===== src/rtl/sdram_port_arbiter.sv =====
// sdram_port_arbiter
// Shares one toggle-handshake SDRAM controller port among four clients.
// Client 0 (video) has fixed top priority; clients 1..3 rotate round-robin.
// Each client's level req / one-cycle done handshake is turned into the
// controller's req-toggle / ack-follows protocol.
module sdram_port_arbiter #(
    parameter int TIMEOUT = 256
) (
    input  logic        clk,
    input  logic        reset,
    input  logic [3:0]  c_req,
    input  logic [3:0]  c_we,
    input  logic [91:0] c_a,
    input  logic [7:0]  c_ds,
    input  logic [63:0] c_d,
    output logic [15:0] c_q,
    output logic [3:0]  c_done,
    output logic [1:0]  grant,
    output logic        busy,
    output logic        timeout,
    output logic        mem_req,
    input  logic        mem_ack,
    output logic        mem_we,
    output logic [22:0] mem_a,
    output logic [1:0]  mem_ds,
    output logic [15:0] mem_d,
    input  logic [15:0] mem_q
);

    localparam int CNT_W = $clog2(TIMEOUT) + 1;

    typedef enum logic [1:0] {
        IDLE  = 2'd0,
        ISSUE = 2'd1,
        WAIT  = 2'd2,
        DONE  = 2'd3
    } state_t;

    state_t             state;
    state_t             state_nx;
    logic [1:0]         rr_ptr;
    logic [CNT_W-1:0]   wait_cnt;
    logic [1:0]         winner;
    logic               ack_match;

    // Controller has caught up with our toggle: the outstanding cycle is complete.
    assign ack_match = (mem_ack == mem_req);

    // Round-robin successor among clients 1..3 (3 wraps back to 1).
    function automatic logic [1:0] rr_next(input logic [1:0] p);
        return (p == 2'd3) ? 2'd1 : p + 2'd1;
    endfunction

    // Winner selection: client 0 first, otherwise scan 1..3 from the rr pointer.
    always_comb begin
        logic [1:0] cand;
        logic       found;
        winner = rr_ptr;
        cand   = rr_ptr;
        found  = 1'b0;
        if (c_req[0]) begin
            winner = 2'd0;
        end else begin
            for (int i = 0; i < 3; i++) begin
                if (!found && c_req[cand]) begin
                    winner = cand;
                    found  = 1'b1;
                end
                cand = rr_next(cand);
            end
        end
    end

    // Next-state logic for the IDLE -> ISSUE -> WAIT -> DONE transaction cycle.
    always_comb begin
        state_nx = state;
        case (state)
            IDLE:    if (|c_req) state_nx = ISSUE;
            ISSUE:   state_nx = WAIT;
            WAIT:    if (ack_match) state_nx = DONE;
            DONE:    state_nx = IDLE;
            default: state_nx = IDLE;
        endcase
    end

    // State register.
    always_ff @(posedge clk) begin
        if (reset) state <= IDLE;
        else       state <= state_nx;
    end

    // Latched transaction, handshake toggle, completion pulse, rr pointer and timeout.
    always_ff @(posedge clk) begin
        if (reset) begin
            // Reloading mem_req from mem_ack resynchronises the toggle pair;
            // with mem_we cleared any cycle this provokes is a harmless read.
            mem_req  <= mem_ack;
            mem_we   <= 1'b0;
            mem_a    <= '0;
            mem_ds   <= 2'b00;
            mem_d    <= '0;
            c_q      <= '0;
            c_done   <= '0;
            grant    <= 2'd0;
            busy     <= 1'b0;
            timeout  <= 1'b0;
            rr_ptr   <= 2'd1;
            wait_cnt <= '0;
        end else begin
            c_done <= '0;
            case (state)
                IDLE: begin
                    if (|c_req) begin
                        grant  <= winner;
                        mem_we <= c_we[winner];
                        mem_a  <= c_a[23*winner +: 23];
                        mem_ds <= c_ds[2*winner +: 2];
                        mem_d  <= c_d[16*winner +: 16];
                        busy   <= 1'b1;
                    end
                end
                ISSUE: begin
                    mem_req  <= ~mem_req;
                    wait_cnt <= '0;
                end
                WAIT: begin
                    if (wait_cnt != '1)
                        wait_cnt <= wait_cnt + 1'b1;
                    if (wait_cnt == CNT_W'(TIMEOUT - 1))
                        timeout <= 1'b1;
                    if (ack_match) begin
                        if (!mem_we) c_q <= mem_q;
                        c_done <= 4'b0001 << grant;
                        busy   <= 1'b0;
                    end
                end
                DONE: begin
                    if (grant != 2'd0) rr_ptr <= rr_next(grant);
                end
                default: ;
            endcase
        end
    end

endmodule

===== config.mk =====
export PLATFORM = sky130hd
export DESIGN_NAME = sdram_port_arbiter
export DESIGN_NICKNAME = d
export VERILOG_FILES = /design/src/rtl/sdram_port_arbiter.sv
export SDC_FILE = /design/constraint.sdc
export NUM_CORES = 1
export LEC_CHECK = 0
export ABC_AREA = 1
export CELL_PAD_IN_SITES_DETAIL_PLACEMENT = 0
export CELL_PAD_IN_SITES_GLOBAL_PLACEMENT = 2
export CORE_ASPECT_RATIO = 1.4
export CORE_MARGIN = 2
export CORE_UTILIZATION = 22
export CTS_CLUSTER_SIZE = 30
export DETAILED_ROUTE_END_ITERATION = 10
export PLACE_DENSITY = 0.84
export SLEW_MARGIN = 40
export SYNTH_ARGS = -nofsm -noshare
export SYNTH_HDL_FRONTEND = slang
export SYNTH_SLANG_ARGS = --single-unit

===== constraint.sdc =====
create_clock -name clk -period 4.1 [get_ports clk]
set_input_delay 0.615 -clock clk [delete_from_list [all_inputs] [get_ports clk]]
set_output_delay 0.615 -clock clk [all_outputs]
set_load 0.02 [all_outputs]

Word-level counts from Yosys, hierarchy flattened:

Cells that the tools add are included.

* word-level logic and storage cells: 88
* output and inout port bits: 67
* register bits: 80

* multiplexer cells: 28
* shift-type cells: 4
* add/sub/neg operators: 4
* bitwise logic cells: 4
* eq/ne operators: 12
* order comparisons: 4
* reductions and logical operators: 18
* multiply operators: 1

Operators with widths (count)
* $shiftx 92x8->23: 1
* $shiftx 64x7->16: 1
* $pmux 9 s2: 1
* $mux 2: 8
* $lt 2x3->1 const B: 4
* $mux 1: 12
* $eq 2x2->1 const B: 5
* $reduce_and 2->1: 5
* $add 9x1->9 const B: 1
* $eq 9x8->1 const B: 1
* $mux 9: 1
* $ne 9x9->1 const B: 1
* $bmux 1 s2: 4
* $pmux 2 s4: 1
* $reduce_bool 2->1: 4
* $shiftx 8x4->2: 1
* $mul 5x2->7 const A: 1
* $add 2x1->2 const B: 3
* $ne 2x2->1 const B: 3
* $reduce_and 3->1: 2
* $not 1->1: 4
* $reduce_or 4->1: 1
* $shl 1x2->4 const A: 1
* $reduce_or 3->1: 1
* 6 further kinds: 8

Depth between registers and ports, before layout:

Gate-level depths: netlist of run 1.

* depth after elaboration: 14
* gate-level depth with buffers: 18
* gate-level depth less buffers: 17

Worst setup path after synthesis of run 1:

OpenSTA, ideal clock, no wires.

* kind: flip-flop to flip-flop
* start: register rr_ptr[0]
* end: register mem_a[18]
* required time: 3.991 ns
* clock period less this slack: 2.067 ns
* arrival: 1.958 ns
* setup slack: 2.033 ns
* setup time: 0.109 ns
* cell stages (with the launch flop): 17
* path buffers: 2
* path through: dfxtp_1 > inv_2 > ha_1 > inv_2 > nand2_1 > nand3_1 > nand2_2 > inv_1 > nand3_1 > nand3_2 > buf_4 > buf_2 > nand3_1 > nand3_1 > nand3_1 > nand2_1 > inv_1

* cells in the longest elaborated chain, start to end: 14
* elaborated cells between the ends (all ways): 25
* those cells by class: add/sub: 2; mul: 1; eq/ne: 2; shift: 1; mux: 15; reduce/logical: 4

Ends and longest elaborated chain
* start: declaration: RTL line 41 `logic [1:0] rr_ptr;`
* start signal: assignment: RTL line 138 `if (grant != 2'd0) rr_ptr <= rr_next(grant);`
* branches (longest 10 deep; another with $add 2x1->2)
* $mux 2 *: RTL line 65 `if (!found && c_req[cand]) begin`
* $mux 2 *: RTL line 61 `if (c_req[0]) begin`
* $mul 5x2->7 *: RTL line 116 `mem_a <= c_a[23*winner +: 23];`
* $shiftx 92x8->23 *: RTL line 116
* end signal: assignment: RTL line 116
* end: declaration: RTL line 24 `output logic [22:0] mem_a,`

Every way passes the cells marked *. The select of a mux whose other input is x is not followed.
A chain may end at the register's enable or synchronous reset.

Worst setup path in the final report of run 1:

* start: register rr_ptr[0]
* end: register mem_a[7]

Same word-level chain as after synthesis.

==> results.txt, run 1 <==
Clock root cell: clkbuf_16
Yosys warning total: 0
Gpl congestion: 0.7960
Power per Cell Area: 532.8 nW/um^2
H-tree level count: 3
Most frequent CP cell: nand2_1
Pleak: 4.127 nW
Crit. Startpoint: rr_ptr[0]$_SDFFE_PP1P_
Depth of the most critical reg-to-reg path: 16
Final instance area: 8519 um^2
CTS Buf Count: 9
Status: complete, no violations
Required time worst endpoint: 4.34 ns
Clock latency on the worst-skew pair: 0.35 ns
Post-CTS sizing: 0
Worst path max stage delay: 0.46 ns
Setup Buffers After CTS: 0
Initial Util: 22.28%
Largest net degree at the start of global routing: 85
Post-DRT Antenna Nets: 0
Post-DP HPWL: 15730 um
GRT Overall Usage: 16.19%
F_max: 347.1 MHz
Crit path launch type: flip-flop
Count of hold-fix buffers inserted at cts: 0
Share of layout cells above drive strength 1: 3.678%
CP Depth: 16
Die area: 26110 um^2
Count leader, synth: inv_1
Fill count: 2744
Width of the die: 137.1 um
Post-Syn Area: 5460 um^2
MaxCap Viol Count: 0
Part of the cycle the worst path needs: 70.28%
Routed wire length: 21510 um
Clk_skew: 0.01009 ns
Worst Tran Pin Value: 0.7278 ns
Initial antenna violation count: 1
Synth Register Bits: 80
Final setup violating endpoints: 0
Hold Path End: c_q[1]$_SDFFE_PP0P_
Ranking of synthesized cells by area: dfxtp_1, nand3_1, inv_1
IO Count: 258
Netlist cell types: 32
TNS Setup: 0 ns
CTS tree: yes
Core ar.: 24500 um^2
Bufs on Longest Clock Path: 2
Post-Syn Instances: 913
Worst slew margin: 51.48%
Post-synth EDFFs: 1
Arrival @ worst endpoint: 3.12 ns
DR iter-0 viols: 198
Post-synthesis sequential area ratio: 29.51%
Chain of cells forming the critical path: inv_2 > ha_1 > inv_2 > nand2_1 > nand3_1 > nand2_1 > nand2_1 > nor2_1 > nand2_1 > nand3_4 > buf_4 > nand2_1 > nand3_1 > nand3_1 > nand2_1 > inv_1
Reg2reg end: mem_a[7]$_SDFFE_PP0P_
Clock sink total: 80
Pwr Total: 4.540 mW
Buf+Inv Stages, Crit Path: 4
Area grow syn2layout: 56.03%
Hold Crit Depth: 2
Main flop type after synthesis: dfxtp_1
Vias: 6278
Synth cell count leaders: inv_1, nand3_1, nand2_1
Hold Path Origin: c_q[1]$_SDFFE_PP0P_
Worst r2r src: rr_ptr[0]$_SDFFE_PP1P_
# rows: 68
Asr flop ratio synth: 0%
Vias in the first global route: 6322
# DRC: 0
Endpoints failing hold: 0
Setup CP Type: reg -> reg
DR pass1 iterations: 4
Worst min path class: reg -> reg
Fin nets: 1340
Syn Nets: 1116
Worst vdd ir: 278.4 uV
Internal reg-to-reg setup slack: 1.22 ns
Critical-path top delay cell: dfxtp_1
Port bufs: 257
Largest area contributor in the netlist: dfxtp_1
Syn_area_per_cell: 5.981 um^2
Wire per inst: 14.75 um
Share of the synthesized area in the top cell type: 28.96%
Avg Vias per Cell: 4.306
DP Area: 8224 um^2
Worst Setup End Kind: flip-flop
Final Max Slew Viols: 0
Total grt overflow: 0
Crit-path max FO: 30
Final Critical Period: 2.881 ns
Cell family with most CP delay: simple AND/OR/NAND/NOR gates
RSZ-0062 raised after global routing: no
Clock-pin slew on the worst setup and hold paths: 0.07 ns
First-pass GRT wire length: 32920 um
Die Y: 190.4 um
-- per-stage QoR --
step	hold WS, ns	worst slack, ns	std cells	utilization, %
floorplan	0.4596	2.033	913	-
global placement	0.4316	0.8878	1440	33.55
detailed placement	0.4384	0.8330	1440	33.56
CTS	0.4489	1.185	1456	34.67
global route	0.4594	0.8877	1458	34.77
finish	0.4453	1.219	1458	34.77
-- state kept, by name, indices dropped and copies added, names as in the netlist, 2 cells and up --
signal	flops
c_done	4
c_q	16
grant	2
mem_a	23
mem_d	16
mem_ds	2
rr_ptr	2
state	2
wait_cnt	9
-- worst max path at each step --
stage | slack [ns] | to
floorplan | 2.03 | mem_a[18]$_SDFFE_PP0P_
global placement | 0.89 | mem_d[10]$_SDFFE_PP0P_
detailed placement | 0.83 | mem_d[6]$_SDFFE_PP0P_
CTS | 1.18 | mem_d[6]$_SDFFE_PP0P_
global route | 0.89 | mem_a[4]$_SDFFE_PP0P_
finish | 1.22 | mem_a[7]$_SDFFE_PP0P_
-- final cells by class --
class                      count  area (um^2)  share of cell area, %
antenna                        1        2.502                0.02937
clock buffer                  10        229.0                  2.688
clock inverter                 6        42.54                 0.4993
inverter                     212        795.8                  9.341
multi-input combinational    567         2778                  32.60
sequential                    80         1612                  18.92
tap                          315        394.1                  4.626
timing repair buffer         267         2666                  31.30
-- cell usage in the layout (no fill, tap or decap), drive strengths merged --
cell / count
xnor2: 1
clkbuf: 10
a21oi: 30
clkinv: 3
buf: 11
nand2: 175
nand3b: 36
o31ai: 1
a22oi: 1
a311oi: 2
nor4: 1
o21ai: 22
edfxtp: 1
nand3: 185
clkinvlp: 2
a221oi: 1
ha: 12
clkdlybuf4s50: 256
a211oi: 1
or2: 1
diode: 1
nor2: 88
o22ai: 2
inv: 213
nor3: 4
dfxtp: 79
nand4: 3
o311ai: 1
-- metal layers --
metal | vias to the layer above | part of all wire, % | track usage [%]
met5 | - | 0 | 0
met2 | 172 | 51 | 29.95
li1 | 3256 | - | -
met1 | 2826 | 41 | 18.12
met3 | 24 | 6.1 | 3.190
met4 | 0 | 2.3 | 5.630
-- logic make-up after synthesis --
family / share of synthesized area [%]
fa+ha+maj: 2.750
simple gates: 41.29
buf+inv: 20.23
compound gates: 6.050
xor+xnor: 0.1604
flops: 29.51
-- worst reg2reg max path, cell delays in order (launching register included) --
cell	delay, ns
dfxtp_1	0.46
inv_2	0.08
ha_1	0.38
inv_2	0.08
nand2_1	0.09
nand3_1	0.07
nand2_1	0.10
nand2_1	0.05
nor2_1	0.12
nand2_1	0.12
nand3_4	0.36
buf_4	0.42
nand2_1	0.10
nand3_1	0.11
nand3_1	0.10
nand2_1	0.08
inv_1	0.03
-- report_power, final --
group	total, mW	leakage, nW	internal, mW	switching (mW)
registers	1.18	0.660	1.03	0.149
clock network	0.765	0.129	0.413	0.352
logic	2.59	3.34	1.04	1.55
total	4.54	4.13	2.49	2.05
Note: power is estimated with default switching activity, not from simulation.
==> run 2, diff against run 1 <==
--- a/config.mk
+++ b/config.mk
@@ -10,10 +10,10 @@
 export CELL_PAD_IN_SITES_GLOBAL_PLACEMENT = 2
 export CORE_ASPECT_RATIO = 1.4
 export CORE_MARGIN = 2
-export CORE_UTILIZATION = 22
+export CORE_UTILIZATION = 20
 export CTS_CLUSTER_SIZE = 30
 export DETAILED_ROUTE_END_ITERATION = 10
-export PLACE_DENSITY = 0.84
+export PLACE_DENSITY = 0.77
 export SLEW_MARGIN = 40
 export SYNTH_ARGS = -nofsm -noshare
 export SYNTH_HDL_FRONTEND = slang
==> constraint.sdc (replaced) <==
create_clock -name clk -period 2.7 [get_ports clk]
set_input_delay 0.405 -clock clk [delete_from_list [all_inputs] [get_ports clk]]
set_output_delay 0.405 -clock clk [all_outputs]
set_load 0.02 [all_outputs]
==> run 2 against run 1 <==
Count of clock-buffer cells in the layout rose by 2; sequential cell count is the same; combinational power grew 55%; clock skew decreased by 0.00098 ns; via count is 0.49% higher; worst setup slack lost 0.87 ns; sequential power is 52% higher; clock power up 84%; fmax up 22%; utilization is 2.0 points lower; register-to-register slack got worse by 0.87 ns; routed wire length rose by 2.8%; critical endpoint is now mem_we$_SDFFE_PP0P_; largest cell class is now non-clock buffers; largest power group unchanged.
==> results.txt, run 2 (synthesis gave the netlist of run 1 again) <==
# rows: 71
Routed wire length: 22110 um
GRT Overall Usage: 15.41%
Endpoints failing hold: 0
Clk_skew: 0.009107 ns
Crit-path max FO: 29
Clock root cell: clkbuf_16
Avg Vias per Cell: 4.148
Worst Tran Pin Value: 0.6285 ns
Pleak: 4.236 nW
Initial antenna violation count: 3
Post-DRT Antenna Nets: 0
Total grt overflow: 0
Depth of the most critical reg-to-reg path: 16
Pwr Total: 7.221 mW
WL met3: 1479 um
DR pass1 iterations: 4
Die Y: 199.5 um
Vias in the first global route: 6439
Vias: 6309
Power per Cell Area: 822.3 nW/um^2
Worst min path class: reg -> reg
Clock-pin slew on the worst setup and hold paths: 0.07 ns
IO Count: 258
Worst vdd ir: 484.2 uV
Final Max Slew Viols: 0
First-pass GRT wire length: 34140 um
Worst Setup End Kind: flip-flop
Largest net degree at the start of global routing: 75
Core ar.: 26830 um^2
Hold Crit Depth: 2
Crit path launch type: flip-flop
Worst slew margin: 58.10%
Wire per inst: 14.54 um
TNS Setup: 0 ns
Final Critical Period: 2.355 ns
Bufs on Longest Clock Path: 2
Initial Util: 20.35%
Clock latency on the worst-skew pair: 0.36 ns
Clock sink total: 80
Gpl congestion: 0.7593
Top flop regs: mem_a x23, c_q x16, mem_d x16
Setup CP Type: reg -> reg
Width of the die: 143.6 um
Most frequent cells in the layout: clkdlybuf4s50_1, inv_1, nand3_1
Area grow syn2layout: 60.82%
Wl on met1: 9014 um
RSZ-0062 raised after global routing: no
MaxCap Viol Count: 0
Required time worst endpoint: 2.96 ns
Largest register FFs: 23
Setup Buffers After CTS: 0
CTS tree: yes
CTS Buf Count: 9
Most common cell after layout, fill and taps aside: clkdlybuf4s50_1
Arrival @ worst endpoint: 2.61 ns
Met2 WL post-DR: 11120 um
Fin nets: 1352
# DRC: 0
Largest reg by FF count: mem_a
F_max: 424.6 MHz
DR iter-0 viols: 197
Status: complete, no violations
Highest Signal Layer: met4
Post-DP HPWL: 16260 um
Share of layout cells above drive strength 1: 4.593%
Die area: 28660 um^2
Part of the cycle the worst path needs: 87.24%
H-tree level count: 3
Final setup violating endpoints: 0
Port bufs: 257
-- run 2: cell types whose count changed in the layout (fill, tap and decap cells not counted), moves of 2 or more --
cell       before  now
buf_12          1    6
buf_4           7   16
bufinv_16       0    2
clkbuf_8        0    2
clkinv_2        2    0
inv_6           2    0
-- run 2: worst paths after layout --
check | from | to | slack [ns]
worst max-delay path | rr_ptr[0]$_SDFFE_PP1P_ | mem_we$_SDFFE_PP0P_ | 0.34
worst min register to register | c_q[3]$_SDFFE_PP0P_ | c_q[3]$_SDFFE_PP0P_ | 0.44
worst min-delay path | c_q[3]$_SDFFE_PP0P_ | c_q[3]$_SDFFE_PP0P_ | 0.44
worst max register to register | rr_ptr[0]$_SDFFE_PP1P_ | mem_we$_SDFFE_PP0P_ | 0.34
-- run 2: critical path: stages, from the launching register on --
cell	delay [ns]
dfxtp_1	0.34
inv_2	0.06
ha_1	0.38
inv_2	0.08
nand2_1	0.09
nand3_1	0.08
nand2_2	0.11
nor2_1	0.07
nand2_1	0.12
nand2_1	0.08
inv_2	0.22
buf_12	0.22
nand3_1	0.09
nand3_1	0.09
nand3_1	0.12
nand2_1	0.09
inv_1	0.03
-- run 2: power breakdown --
part | internal, mW | switching, mW | leakage (nW)
clock | 0.864 | 0.543 | 0.159
sequential | 1.57 | 0.223 | 0.660
combinational | 1.66 | 2.35 | 3.42
-- run 2: area by class of cell --
| cell class | count | area (um^2) |
|---|---|---|
| Fill cell | 3032 | 18050 |
| Tap cell | 365 | 456.7 |
| Antenna cell | 2 | 5.005 |
| Clock buffer | 12 | 256.5 |
| Inverter | 212 | 795.8 |
| Clock inverter | 4 | 76.32 |
| Timing Repair Buffer | 279 | 2808 |
| Multi-Input combinational cell | 567 | 2771 |
| Sequential cell | 80 | 1612 |
-- run 2: what timing repair did --
action,CTS,global route
gates resized for setup,0,1
setup endpoints to repair,0,1
hold buffers,0,0
-- run 2: stage by stage --
step	instances	setup slack [ns]	cell area (um^2)	hold slack (ns)	util, %
2_1_floorplan	913	0.6332	5460	0.4596	-
3_3_place_gp	1503	0.2095	8443	0.4312	31.47
3_5_place_dp	1503	0.1650	8443	0.4390	31.47
4_1_cts	1519	0.2818	8776	0.4472	32.71
5_1_grt	1521	0.09320	8781	0.4694	32.73
6_report	1521	0.3446	8781	0.4432	32.73
-- run 2: layer usage --
layer / track usage [%] / vias up
li1: - / 3277
met5: 0 / -
met2: 27.88 / 189
met1: 17.06 / 2817
met3: 4.409 / 26
met4: 5.410 / 0
==> run 3, diff against run 2 <==
--- a/config.mk
+++ b/config.mk
@@ -10,10 +10,11 @@
 export CELL_PAD_IN_SITES_GLOBAL_PLACEMENT = 2
 export CORE_ASPECT_RATIO = 1.4
 export CORE_MARGIN = 2
-export CORE_UTILIZATION = 20
+export CORE_UTILIZATION = 31
 export CTS_CLUSTER_SIZE = 30
 export DETAILED_ROUTE_END_ITERATION = 10
-export PLACE_DENSITY = 0.77
+export DONT_BUFFER_PORTS = 1
+export PLACE_DENSITY = 0.76
 export SLEW_MARGIN = 40
 export SYNTH_ARGS = -nofsm -noshare
 export SYNTH_HDL_FRONTEND = slang
==> run 3 against run 2 <==
Critical path depth shrank 4; utilization grew 2.0 points; first-iteration DRC count grew 30%; combinational power shrank 36%; final area shrank 31%; routed wire length shrank 16%; total power shrank 15%; critical path type unchanged; largest power group unchanged.
==> results.txt, run 3 (synthesis gave the netlist of run 1 again) <==
Clock sink total: 80
Required time worst endpoint: 2.95 ns
Pleak: 3.217 nW
Avg Vias per Cell: 4.719
Endpoints failing hold: 0
H-tree level count: 3
Power per Cell Area: 1018 nW/um^2
Worst path max stage delay: 0.39 ns
DR iter-0 viols: 257
MaxCap Viol Count: 0
Die area: 18710 um^2
DP Area: 5677 um^2
Area grow syn2layout: 10.31%
Critical-path top delay cell: dfxtp_1
F_max: 415.2 MHz
Worst Setup End Kind: flip-flop
Final instance area: 6023 um^2
Clock root cell: clkbuf_16
Worst vdd ir: 476.0 uV
Final Critical Period: 2.409 ns
Ant. Diodes: 0
Clock latency on the worst-skew pair: 0.34 ns
# rows: 57
Status: complete, no violations
Pre-CTS WS: 0.1299 ns
Most common cell after layout, fill and taps aside: inv_1
Chain of cells forming the critical path: ha_1 > nand2_1 > nor2_1 > nand2_1 > nor2_1 > inv_1 > nor3_2 > ha_1 > nor2_1 > inv_1 > nand2_1 > a221oi_1
Final setup violating endpoints: 0
DR pass1 iterations: 4
Vias: 5332
Largest register FFs: 23
Width of the die: 116.2 um
Clock-pin slew on the worst setup and hold paths: 0.06 ns
Fill count: 2013
Port bufs: 0
Vias in the first global route: 5335
Worst slew margin: 57.39%
Total grt overflow: 0
Crit path launch type: flip-flop
CTS tree: yes
Die Y: 161.0 um
Top flop regs: mem_a x23, c_q x16, mem_d x16
Worst setup margin: 0.2915 ns
Initial Util: 31.51%
RSZ-0062 raised after global routing: no
Post-DP HPWL: 13620 um
Largest reg by FF count: mem_a
Crit-path max FO: 8
IO Count: 258
Final Max Slew Viols: 0
Initial antenna violation count: 0
GRT Overall Usage: 19.46%
Fin nets: 1092
First-pass GRT wire length: 28130 um
Worst Tran Pin Value: 0.6333 ns
Clk_skew: 0.006032 ns
Core ar.: 17330 um^2
CTS Buf Count: 9
Worst min path class: in -> reg
Largest net degree at the start of global routing: 55
Gpl congestion: 0.7749
Arrival @ worst endpoint: 2.66 ns
Post-DRT Antenna Nets: 0
# DRC: 0
Setup CP Type: reg -> reg
Count of hold-fix buffers inserted at cts: 0
Most frequent cells in the layout: inv_1, nand3_1, nand2_1
Bufs on Longest Clock Path: 2
Part of the cycle the worst path needs: 89.20%
Routed wire length: 18490 um
Share of layout cells above drive strength 1: 5.705%
Wire per inst: 16.37 um
TNS Setup: 0 ns
==> run 3: cell count changes in the layout (fill, tap and decap cells not counted), moves of 2 or more <==
| cell | change |
|---|---|
| buf_6 | +2 |
| nor2_2 | -2 |
| inv_6 | +2 |
| clkdlybuf4s50_1 | -256 |
| bufinv_16 | -2 |
| diode_2 | -2 |
| clkbuf_8 | -2 |
| buf_4 | -5 |
| inv_2 | -2 |
| clkinvlp_4 | +3 |
| nor2_4 | +2 |
==> run 3: final cells by class <==
class	instances	area [um^2]	share of cell area (%)
clock buffers	10	250.2	4.155
clock inverters	6	47.55	0.7894
inverters	212	798.3	13.25
multi-input cells	567	2794	46.39
flip-flops and latches	80	1613	26.78
well taps	236	295.3	4.902
repair buffers	19	225.2	3.739
==> run 3: report_power, final <==
group | switching (mW) | total, mW | internal (mW) | leakage [nW]
clock | 0.542 | 1.23 | 0.686 | 0.133
combinational | 1.69 | 2.58 | 0.888 | 2.42
sequential | 0.752 | 2.33 | 1.57 | 0.659
==> run 3: final timing paths <==
kind                       startpoint                        to  slack, ns  cells past startpoint
max          wait_cnt[0]$_SDFFE_PP0P_  wait_cnt[3]$_SDFFE_PP0P_       0.29                     12
min reg2reg  wait_cnt[7]$_SDFFE_PP0P_  wait_cnt[7]$_SDFFE_PP0P_       0.49                      2
min                             reset      timeout$_SDFFE_PP0P_       0.13                      1
max reg2reg  wait_cnt[0]$_SDFFE_PP0P_  wait_cnt[3]$_SDFFE_PP0P_       0.29                     12
==> run 3: stage by stage <==
step                      power (mW)  hold slack, ns  instances  util (%)
after floorplan                4.173          0.4596        913         -
after global placement         4.936          0.4806       1112     32.76
after detailed placement       4.925          0.4818       1112     32.76
after CTS                      6.198          0.1105       1128     34.47
after global routing           6.685          0.1088       1130     34.76
final                          6.131          0.1276       1130     34.76
==> run 3: routing by layer <==
metal  GRT usage, %  share of wire, %  vias to the layer above  routed length, um
met4          5.574               1.2                        0                230
met3          6.154               7.4                       12               1367
met2          35.17                52                      169               9528
li1               -                 -                     2753                  -
met5              0                 0                        -                  0
met1          21.57                40                     2398               7366
==> run 3: critical path: cells and delay by family, from the launching register on <==
family	cells	cell delay (ns)
adders and majority gates	2	0.37
DFF	1	0.39
AOI/OAI and AO/OA	1	0.29
and+or+nand+nor	7	0.96
buffers and inverters	2	0.31
==> run 3: what timing repair did <==
action,in CTS,in global routing
resized for setup,0,8
endpoints found under the hold margin,0,0
buffers inserted,0,2
endpoints found under the setup margin,0,42
